--- src/rtl/connect4_board_engine.sv ---
// +--------------------------------------------------------------------------+
// | Module   : connect4_board_engine                                         |
// | Purpose  : Connect-4 board with gravity drops, player alternation and a  |
// |            one-cell-per-cycle win/draw scan. Optional macro             |
// |            BOARD_CLEAR_EN adds a synchronous 'clear' input.              |
// | Revision : 1.0                                                           |
// +--------------------------------------------------------------------------+
`default_nettype none

module connect4_board_engine #(
    parameter int COLS    = 4,
    parameter int ROWS    = 4,
    parameter int WIN_LEN = 4,
    parameter int CW      = (COLS > 1) ? $clog2(COLS) : 1
) (
    input  logic                     clk,
    input  logic                     reset,
`ifdef BOARD_CLEAR_EN
    input  logic                     clear,
`endif
    input  logic                     move_valid,
    input  logic [CW-1:0]            move_col,
    output logic                     move_ready,
    output logic                     move_accept,
    output logic                     move_reject,
    output logic [ROWS*COLS-1:0]     cell_occ,
    output logic [ROWS*COLS-1:0]     cell_owner,
    output logic [2*ROWS*COLS-1:0]   led_bus,
    output logic                     player,
    output logic [1:0]               game_status,
    output logic                     busy
);

    localparam int N  = ROWS * COLS;
    localparam int HW = $clog2(ROWS + 1);
    localparam int MW = $clog2(N + 1);
    localparam int IW = (N > 1) ? $clog2(N) : 1;

    typedef enum logic [1:0] {
        ST_IDLE = 2'd0,
        ST_SCAN = 2'd1,
        ST_DONE = 2'd2
    } state_t;

    state_t          state_q, state_d;
    logic [IW-1:0]   idx_q, idx_d;
    logic [MW-1:0]   moves_q, moves_d;
    logic            player_q, player_d;
    logic [1:0]      status_q, status_d;
    logic            accept_q, accept_d;
    logic            reject_q, reject_d;
    logic [N-1:0]    occ_q, occ_d;
    logic [N-1:0]    owner_q, owner_d;
    logic [2*N-1:0]  led_q, led_d;
    logic [HW-1:0]   height_q [COLS];
    logic [HW-1:0]   height_d [COLS];

    logic            clear_req;
    logic            handshake;
    logic            col_ok;
    logic            legal;
    logic [HW-1:0]   height;
    logic [COLS-1:0] col_hit;
    logic [N-1:0]    drop;
    logic [N-1:0]    mine;
    logic [N-1:0]    cell_win;

`ifdef BOARD_CLEAR_EN
    assign clear_req = clear;
`else
    assign clear_req = 1'b0;
`endif

    // A clear in the same cycle as a handshake swallows it entirely.
    assign handshake = move_valid && (state_q == ST_IDLE) && !clear_req;
    assign col_ok    = ({1'b0, move_col} < (CW + 1)'(COLS));
    assign legal     = handshake && col_ok && (height != HW'(ROWS));
    assign mine      = occ_q & (player_q ? owner_q : ~owner_q);

    always_comb begin
        height = '0;
        for (int c = 0; c < COLS; c++) begin
            if (col_hit[c]) height = height_q[c];
        end
    end

    for (genvar gc = 0; gc < COLS; gc++) begin : g_col
        assign col_hit[gc]  = (move_col == CW'(gc));
        assign height_d[gc] = clear_req ? '0 :
                              (legal && col_hit[gc]) ? height_q[gc] + HW'(1) : height_q[gc];
    end

    // Each cell precomputes whether a WIN_LEN run of the mover starts there in
    // any forward direction; runs that would leave the board are tied off.
    for (genvar gi = 0; gi < N; gi++) begin : g_cell
        localparam int C = gi / ROWS;
        localparam int R = gi % ROWS;
        logic [3:0] dir_hit;
        for (genvar gd = 0; gd < 4; gd++) begin : g_dir
            localparam int DC    = (gd == 0) ? 0 : 1;
            localparam int DR    = (gd == 1) ? 0 : ((gd == 3) ? -1 : 1);
            localparam int END_C = C + DC * (WIN_LEN - 1);
            localparam int END_R = R + DR * (WIN_LEN - 1);
            if (END_C < COLS && END_R >= 0 && END_R < ROWS) begin : g_fit
                logic [WIN_LEN-1:0] seg;
                for (genvar gk = 0; gk < WIN_LEN; gk++) begin : g_k
                    assign seg[gk] = mine[(C + DC * gk) * ROWS + R + DR * gk];
                end
                assign dir_hit[gd] = &seg;
            end else begin : g_nofit
                assign dir_hit[gd] = 1'b0;
            end
        end
        assign cell_win[gi]     = |dir_hit;
        assign drop[gi]         = legal && col_hit[C] && (height == HW'(R));
        assign led_d[2*gi]      = !clear_req && occ_q[gi] && !owner_q[gi];
        assign led_d[2*gi+1]    = !clear_req && occ_q[gi] &&  owner_q[gi];
    end

    assign occ_d    = clear_req ? '0 : (occ_q | drop);
    assign owner_d  = clear_req ? '0 :
                      (player_q ? (owner_q | drop) : (owner_q & ~drop));
    assign accept_d = legal;
    assign reject_d = handshake && !legal;

    always_comb begin
        state_d  = state_q;
        idx_d    = idx_q;
        moves_d  = moves_q;
        player_d = player_q;
        status_d = status_q;
        case (state_q)
            ST_IDLE: begin
                if (legal) begin
                    state_d = ST_SCAN;
                    idx_d   = '0;
                    moves_d = moves_q + MW'(1);
                end
            end
            ST_SCAN: begin
                if (cell_win[idx_q]) begin
                    status_d = player_q ? 2'b10 : 2'b01;
                    state_d  = ST_DONE;
                end else if (idx_q == IW'(N - 1)) begin
                    if (moves_q == MW'(N)) begin
                        status_d = 2'b11;
                        state_d  = ST_DONE;
                    end else begin
                        player_d = !player_q;
                        state_d  = ST_IDLE;
                    end
                end else begin
                    idx_d = idx_q + IW'(1);
                end
            end
            default: ;
        endcase
        if (clear_req) begin
            state_d  = ST_IDLE;
            idx_d    = '0;
            moves_d  = '0;
            player_d = 1'b0;
            status_d = 2'b00;
        end
    end

    always_ff @(posedge clk or negedge reset) begin
        if (!reset) begin
            state_q  <= ST_IDLE;
            idx_q    <= '0;
            moves_q  <= '0;
            player_q <= 1'b0;
            status_q <= 2'b00;
            accept_q <= 1'b0;
            reject_q <= 1'b0;
            occ_q    <= '0;
            owner_q  <= '0;
            led_q    <= '0;
            for (int c = 0; c < COLS; c++) height_q[c] <= '0;
        end else begin
            state_q  <= state_d;
            idx_q    <= idx_d;
            moves_q  <= moves_d;
            player_q <= player_d;
            status_q <= status_d;
            accept_q <= accept_d;
            reject_q <= reject_d;
            occ_q    <= occ_d;
            owner_q  <= owner_d;
            led_q    <= led_d;
            for (int c = 0; c < COLS; c++) height_q[c] <= height_d[c];
        end
    end

    assign move_ready  = (state_q == ST_IDLE);
    assign busy        = (state_q == ST_SCAN);
    assign move_accept = accept_q;
    assign move_reject = reject_q;
    assign cell_occ    = occ_q;
    assign cell_owner  = owner_q;
    assign led_bus     = led_q;
    assign player      = player_q;
    assign game_status = status_q;

endmodule

`default_nettype wire
--- config.mk ---
export PLATFORM = sky130hd
export DESIGN_NAME = connect4_board_engine
export DESIGN_NICKNAME = d
export VERILOG_FILES = /design/src/rtl/connect4_board_engine.sv
export SDC_FILE = /design/constraint.sdc
export NUM_CORES = 1
export LEC_CHECK = 0
export BUFFER_PORTS_ARGS = -buffer_cell sky130_fd_sc_hd__buf_2
export CORE_MARGIN = 2
export CORE_UTILIZATION = 50
export DETAILED_ROUTE_END_ITERATION = 8
export GPL_TIMING_DRIVEN = 1
export PLACE_DENSITY_LB_ADDON = 0.08
export SLEW_MARGIN = 40
export SYNTH_ARGS = -nofsm -noshare
export SYNTH_HDL_FRONTEND = slang
export SYNTH_SLANG_ARGS = --single-unit
export TNS_END_PERCENT = 50
--- constraint.sdc ---
create_clock -name clk -period 2 [get_ports clk]
set_input_delay 0.5 -clock clk [delete_from_list [all_inputs] [get_ports clk]]
set_output_delay 0.5 -clock clk [all_outputs]
set_load 0.02 [all_outputs]
-- Word level (Yosys, flattened, before mapping)
Cells that the tools add are included.
- word-level logic and storage cells: 160
- output and inout port bits: 71
- bits of input ports: 5
- bits in registers: 92
- multiplexer cells: 21
- equal/unequal tests: 14
- bitwise gates (word level): 8
- $add $sub $neg: 6
- reductions and logical operators: 96
- $lt $le $gt $ge: 1
- operators with widths (operator ; count):
    $logic_and 1x1->1 ; 55
    $reduce_and 4->1 ; 12
    $and 16x16->16 ; 2
    $mux 16 ; 2
    $not 16->16 ; 2
    $or 16x16->16 ; 2
    $logic_not 1->1 ; 18
    $mux 2 ; 8
    $add 3x1->3 const B ; 4
    $mux 3 ; 4
    $mux 4 ; 3
    $pmux 4 s2 ; 1
    $eq 3x2->1 const B ; 2
    $reduce_and 3->1 ; 2
    $reduce_bool 2->1 ; 3
    $add 5x1->5 const B ; 1
    $eq 5x5->1 const B ; 1
    $lt 4x5->1 const B ; 1
    $add 4x1->4 const B ; 1
    $bmux 1 s4 ; 1
    $eq 2x1->1 const B ; 2
    $eq 2x2->1 const B ; 2
    $eq 4x4->1 const B ; 1
    $logic_not 2->1 ; 2
    12 further kinds ; 14

-- Longest topological paths before layout
Gate-level depths: netlist (run 1).
- depth after elaboration: 12
- mapped depth: 10
- depth with buffers taken out: 9

-- Least setup slack after synthesis (run 1)
OpenSTA, ideal clock, no wires.
- kind: input to register
- start point: in move_col[1]
- end point: reg idx_q[1]
- path buffers: 2
- slack: -396 ps
- arrival: 2275 ps
- stages on the path: 10
- data required time: 1878 ps
- cell sequence: clkbuf_1 mux4_2 nor2_1 nand2_1 nand3_2 inv_2 buf_6 a21o_1 or2_0 a32o_1
- longest elaborated chain between the ends: 9
- elaborated cells on any way between the ends: 12
- those cells by class: 5 x eq/ne; 4 x mux; 3 x reduce/logical
- ends and longest elaborated chain (what ; line ; text):
    start: declaration ; 22 ; input logic [CW-1:0] move_col,
    $logic_not 2->1 ; 88 ; assign col_hit[gc] = (move_col == CW'(gc));
    $mux 3 (3 in a row) ; 83 ; if (col_hit[c]) height = height_q[c];
    $mux 3 * ; 83 ;
    $ne 3x3->1 * ; 77 ; assign legal = handshake && col_ok && (height != HW'(ROWS));
    $logic_and 1x1->1 * ; 77 ;
    named net accept_d ; 50 ; logic accept_q, accept_d;
    $ne 2x1->1 (no line) * ; -- ;
    $reduce_and 4->1 (no line) * ; -- ;
    end signal: assignment ; 182 ; idx_q <= idx_d;
    end: declaration ; 46 ; logic [IW-1:0] idx_q, idx_d;
Mark *: on every way through the listed nets, which the timed path passes. The rest lies on a longest branch.
A chain may end at the register's enable or synchronous reset.

-- Worst setup path after layout (run 1)
- start point: reg player_q, in the netlist player
- end point: reg idx_q[1]
- longest elaborated chain between the ends: 8
- elaborated cells on any way between the ends: 18
- those cells by class: 1 x eq/ne; 3 x mux; 1 x bitwise; 13 x reduce/logical
- ends and longest elaborated chain (what ; line ; text):
    start: declaration ; 48 ; logic player_q, player_d;
    start signal: assignment ; 184 ; player_q <= player_d;
    $mux 16 * ; 78 ; assign mine = occ_q & (player_q ? owner_q : ~owner_q);
    $and 16x16->16 * ; 78 ;
    $reduce_and 4->1 ; 109 ; assign dir_hit[gd] = &seg;
    $reduce_or 3->1 or $reduce_or 2->1 (tied branches) ; 114 ; assign cell_win[gi] = |dir_hit;
    $bmux 1 s4 * ; 141 ; if (cell_win[idx_q]) begin
    $mux 1 (not written as such) * ; 141 ;
    $ne 2x2->1 (no line) * ; -- ;
    $reduce_and 4->1 (no line) * ; -- ;
Mark *: on every way between the ends. The rest lies on a longest branch, timed or not. The select of a mux whose other input is x is not followed.

==> results of run 1 <==
-- Yosys cell counts (all sizes together), types with 8 or more instances --
cell type / count / area (um2)
dfrtp: 92 / 2300
nand2: 26 / 97.6
nor2b: 22 / 138
mux2: 20 / 225
nor2: 19 / 76.3
and2: 18 / 113
xnor2: 14 / 123
nand2b: 11 / 68.8
nor3: 11 / 60.1
nand3: 10 / 60.1
nand4: 9 / 56.3
a21oi: 8 / 40.0
-- critical path, delay by kind of cell (launching register included) --
| kind | cells | cell delay [ns] |
|---|---|---|
| and+or+nand+nor | 2 | 0.75 |
| AOI/OAI and AO/OA | 5 | 1.04 |
| DFF | 1 | 0.45 |
-- through the flow --
stage	worst slack [ns]	setup TNS, ns	hold slack [ns]	cells
after global routing	-0.413	-4.95	0.0792	613
after floorplan	-0.309	-6.17	0.204	337
after CTS	-0.243	-1.66	0.0857	606
after global placement	-0.376	-9.58	0.465	583
final	-0.345	-3.00	0.0733	613
after detailed placement	-0.442	-11.82	0.467	583
-- layer usage --
layer / global-route usage [%] / up-vias / routed length, um
met5: 0 / - / 0
li1: - / 1504 / -
met3: 4.35 / 32 / 500
met4: 8.46 / 0 / 259
met2: 38.9 / 118 / 5120
met1: 31.9 / 1645 / 4350
-- kinds of logic after synthesis --
family          count (synthesis)  share of synthesized area, %
compound gates                 29                          5.19
xor+xnor                       19                          4.18
fa+ha+maj                       7                          2.20
buf+inv                        17                          2.04
flops                          92                          57.8
mux                            23                          7.36
simple gates                  150                          21.2
-- worst paths after layout --
check,from,end,slack [ns],depth (start not counted)
max in group asynchronous,reset,led_bus[25],1.38,2
hold / removal,reset,led_bus[30],0.07,1
min in group clk,move_valid,move_reject,0.39,3
setup / recovery,player,idx_q[1],-0.35,7
hold reg to reg,moves_q[4],moves_q[4],0.48,1
setup reg to reg,player,idx_q[1],-0.35,7
-- power by group --
group | switching (W) | internal (W)
Sequential | 0.000616 | 0.00256
Clock | 0.000708 | 0.000716
Combinational | 0.00225 | 0.00210
Total | 0.00358 | 0.00537
-- what timing repair did --
item,in CTS,in global routing
gates cloned,1,0
pin swaps,18,15
buffers inserted,7,7
setup endpoints to repair,23,30
gates resized for setup,39,51
-- final cells by class --
cell class / instances / area share (%)
clock buffers: 10 / 2.22
clock inverters: 6 / 1.63
inverters: 7 / 0.565
multi-input cells: 228 / 33.4
flip-flops and latches: 92 / 40.0
well taps: 102 / 2.22
repair buffers: 168 / 19.9
==> metrics.csv, run 1 <==
metric;value;unit
clk_latency;0.38;ns
synthFlopType;dfrtp_1;
place_hpwl;7.04;mm
pin_count;76;
critPathMaxStageDelay;0.53;ns
fin_worst_skew;0.0120;ns
min_period_over_period;117;%
clk_pin_slew;0.10;ns
crit_chain;or4_1 > a21oi_1 > o211ai_1 > o2111a_2 > a21o_1 > or2_1 > a32o_1;
design_area;5750;um2
num_rows;32;
track_usage;23.8;%
first_iter_violations;192;
setup_ws;-0.345;ns
cts.sinks;92;
overflow;0;
final_common_cell;dfrtp_1;
maxSlewViolCount;0;
fillers;514;
path_max_fanout;4;
syn-num-nets;349;
synth_seq_cells;92;
post_dp_cell_area;5070;um2
drtPass1Iterations;4;
areaGrowthSynthToFinish;44.5;%
drt-total-wl;10.2;mm
power_density;1550;nW/um2
peakVddDrop;0.735;mV
antenna_found_initial;0;
diodes;0;
synthArstFlopShare;100;%
multi_input_area;1920;um2
drive_gt1_share;52.4;%
vias;3299;
via_per_inst;5.38;
cp-end-kind;flip-flop;
io_buffers;75;
coreArea;7730;um2
grt_pass1_vias;3179;
fp.dieW;93.2;um
hold_violations;0;
ant_nets;0;
seqCellArea;2300;um2
start_util;51.5;%
fin_util;74.4;%
h-tree-depth;3;
syn_inst;337;
routabilityCongestion;0.959;
cp.arrival;2.61;ns
slowest_stage;or4_1;
cap_violations;0;
layout_common_cells;91 x dfrtp_1, 78 x buf_4, 75 x buf_2;
cts_tree;yes;
syn_area;3980;um2
grt_pass1_wl;15.9;mm
cts_buffers;9;
syn_area_per_cell;11.8;um2
drc;0;
cp-start-kind;flip-flop;
crit_type;flip-flop to flip-flop;
status;finished, violations left;
fin_crit;2.35;ns
setup_viol;25;
dieArea;8690;um2
die_y;93.2;um
max_freq;426;MHz
slew_headroom;68.8;%
ys_types;47;
violations;negative setup slack;
grt_start_max_net_pins;38;
yosysWarnings;0;
rsz0062_at_grt;true;
synth-edff-count;0;
seq_area_frac_synth;57.8;%
p_leak;2.86;nW
wl_per_cell;16.7;um
cts_root_buffer;clkbuf_8;
nets;518;
max_slew.worst_pin.slew;0.468;ns
max-clock-path-buffers;2;
required;2.27;ns
total_power;0.00895;W
hold_class;input port to async pin;
ctsHoldBuffers;0;
No activity file was read; power rests on OpenSTA's default activity.
==> inputs of run 2 (changes only) <==
--- a/config.mk
+++ b/config.mk
@@ -6,8 +6,9 @@
 export NUM_CORES = 1
 export LEC_CHECK = 0
 export BUFFER_PORTS_ARGS = -buffer_cell sky130_fd_sc_hd__buf_2
+export CAP_MARGIN = 40
 export CORE_MARGIN = 2
-export CORE_UTILIZATION = 50
+export CORE_UTILIZATION = 59
 export DETAILED_ROUTE_END_ITERATION = 8
 export GPL_TIMING_DRIVEN = 1
 export PLACE_DENSITY_LB_ADDON = 0.08
==> constraint.sdc (replaced) <==
create_clock -name clk -period 2.92 [get_ports clk]
set_input_delay 0.73 -clock clk [delete_from_list [all_inputs] [get_ports clk]]
set_output_delay 0.73 -clock clk [all_outputs]
set_load 0.02 [all_outputs]
==> run 2 against run 1 <==
Against the previous run:
- the flow now finishes without violations
- fmax decreased by 11%
- cell count decreased by 17%
- critical endpoint unchanged
- first-iteration DRC count increased by 29%
- power decreased by 44%
- largest power group is now sequential cells
- cell area decreased by 18%
- clock skew decreased by 0.0038 ns
- routed wire length decreased by 16%
- register-to-register slack improved by 0.63 ns
- critical path depth unchanged
==> metrics.csv, run 2 (same netlist as run 1, synthesis figures left out) <==
metric;value;unit;change
rr_endpoint;idx_q[1];;unchanged
status;finished clean;;was finished, violations left
peakVddDrop;0.662;mV;was 0.735 mV
rsz0062_at_grt;false;;was true
drive_gt1_share;32.1;%;was 52.4%
slew_headroom;61.5;%;was 68.8%
fillers;462;;was 514
cts_buffers;9;;unchanged
critPathMaxStageDelay;0.54;ns;was 0.53 ns
instances_no_fill;510;;was 613
fp.dieW;86.1;um;was 93.2 um
track_usage;25.1;%;was 23.8%
cts.sinks;92;;unchanged
layout_common_cells;92 x dfrtp_1, 74 x buf_2, 26 x nand2_1;;was 91 x dfrtp_1, 78 x buf_4, 75 x buf_2
cts_tree;yes;;unchanged
cp.arrival;2.89;ns;was 2.61 ns
r2r_start;player;;unchanged
cts_setup_buffers;0;;was 7
tns;0;ns;was -3.00 ns
path_max_fanout;12;;was 4
routabilityCongestion;0.975;;was 0.959
grt_pass1_wl;14.0;mm;was 15.9 mm
slowest_stage;dfrtp_1;;was or4_1
first_iter_violations;248;;was 192
max_freq;380;MHz;was 426 MHz
cts_resized;0;;was 39
drtPass1Iterations;5;;was 4
clk_latency;0.36;ns;was 0.38 ns
cp-start-kind;flip-flop;;unchanged
rrSetupSlack;0.29;ns;was -0.35 ns
total_power;0.00504;W;was 0.00895 W
areaGrowthSynthToFinish;18.2;%;was 44.5%
required;3.18;ns;was 2.27 ns
cts_root_buffer;clkbuf_8;;unchanged
wl_per_cell;16.8;um;was 16.7 um
vias;2954;;was 3299
power_density;1070;nW/um2;was 1550 nW/um2
io_buffers;75;;unchanged
fin_worst_skew;0.00819;ns;was 0.0120 ns
grt_start_max_net_pins;49;;was 38
r2r_cells;7;;unchanged
coreArea;6420;um2;was 7730 um2
drc;0;;unchanged
cp-end-kind;flip-flop;;unchanged
final_common_cell;dfrtp_1;;unchanged
max-clock-path-buffers;2;;unchanged
critPathMostFrequentCell;nor3_1;;
maxSlewViolCount;0;;unchanged
overflow;0;;unchanged
num_rows;29;;was 32
max_slew.worst_pin.slew;0.577;ns;was 0.468 ns
hold_violations;0;;unchanged
crit_chain;xor2_1 > or4b_1 > nor3_1 > nor3_1 > a21o_1 > or2_0 > a32o_1;;was or4_1 > a21oi_1 > o211ai_1 > o2111a_2 > a21o_1 > or2_1 > a32o_1
hold_class;input port to async pin;;unchanged
ant_nets;0;;unchanged
antenna_found_initial;0;;unchanged
h-tree-depth;3;;unchanged
drt-total-wl;8.55;mm;was 10.2 mm
nets;440;;was 518
diodes;0;;unchanged
clk_pin_slew;0.09;ns;was 0.10 ns
min_period_over_period;90.2;%;was 117%
p_leak;2.31;nW;was 2.86 nW
worstPathBufferInverterCount;0;;unchanged
die_y;86.1;um;was 93.2 um
critical_path.top_delay_family;simple AND/OR/NAND/NOR gates;;was compound AO/OA/AOI/OAI gates
dieArea;7420;um2;was 8690 um2
via_per_inst;5.79;;was 5.38
cap_violations;0;;unchanged
place_inst;494;;was 583
start_util;62.0;%;was 51.5%
crit_type;flip-flop to flip-flop;;unchanged
pin_count;76;;unchanged
grt_pass1_vias;2804;;was 3179
setup_viol;0;;was 25
place_hpwl;6.25;mm;was 7.04 mm
ctsHoldBuffers;0;;unchanged
fin_crit;2.63;ns;was 2.35 ns
==> run 2: layout make-up <==
cell class	instances	area, um2	area share [%]
repair buffers	90	503	10.7
clock inverters	5	37.5	0.798
clock buffers	11	141	3.01
flip-flops and latches	92	2300	48.9
multi-input cells	228	1600	33.9
inverters	7	26.3	0.559
well taps	77	96.3	2.05
==> run 2: per-layer routing <==
metal | vias to the layer above | part of all wire, % | GRT usage, %
li1 | 1363 | - | -
met1 | 1439 | 43 | 35.5
met4 | 0 | 2.5 | 11.8
met3 | 25 | 5.7 | 4.14
met5 | - | 0 | 0
met2 | 127 | 48 | 38.2
==> run 2: worst max-delay path by stage <==
stage / start / to / slack [ns] / cells past startpoint
detailed placement: move_col[0] / flip-flop / 0.15 / 9
CTS: player / idx_q[1] / 0.32 / 7
floorplan: move_col[1] / idx_q[1] / 0.29 / 10
finish: player / idx_q[1] / 0.29 / 7
global placement: move_col[0] / flip-flop / 0.21 / 9
global route: player / idx_q[1] / 0.13 / 7
==> run 2: worst register-to-register path: cells and delay by family, from the launching register on <==
kind	cells	cell delay [ns]
and+or+nand+nor	4	1.26
DFF	1	0.54
AOI/OAI and AO/OA	2	0.49
xor gates and xnor gates	1	0.24
==> run 2: report_power, final <==
group	internal (W)	total (W)	switching, W	leakage [nW]
registers	0.00175	0.00230	0.000554	1.19
logic	0.000848	0.00197	0.00112	1.04
clock network	0.000334	0.000767	0.000434	0.0855
total	0.00293	0.00504	0.00211	2.31
==> run 2: stage by stage <==
step	hold WS (ns)	instance area, um2	util (%)	setup slack [ns]
after floorplan	0.434	3980	-	0.294
after global placement	0.461	4520	70.4	0.208
after detailed placement	0.470	4520	70.4	0.151
after CTS	0.374	4700	73.2	0.323
after global routing	0.406	4700	73.2	0.133
final	0.354	4700	73.2	0.286
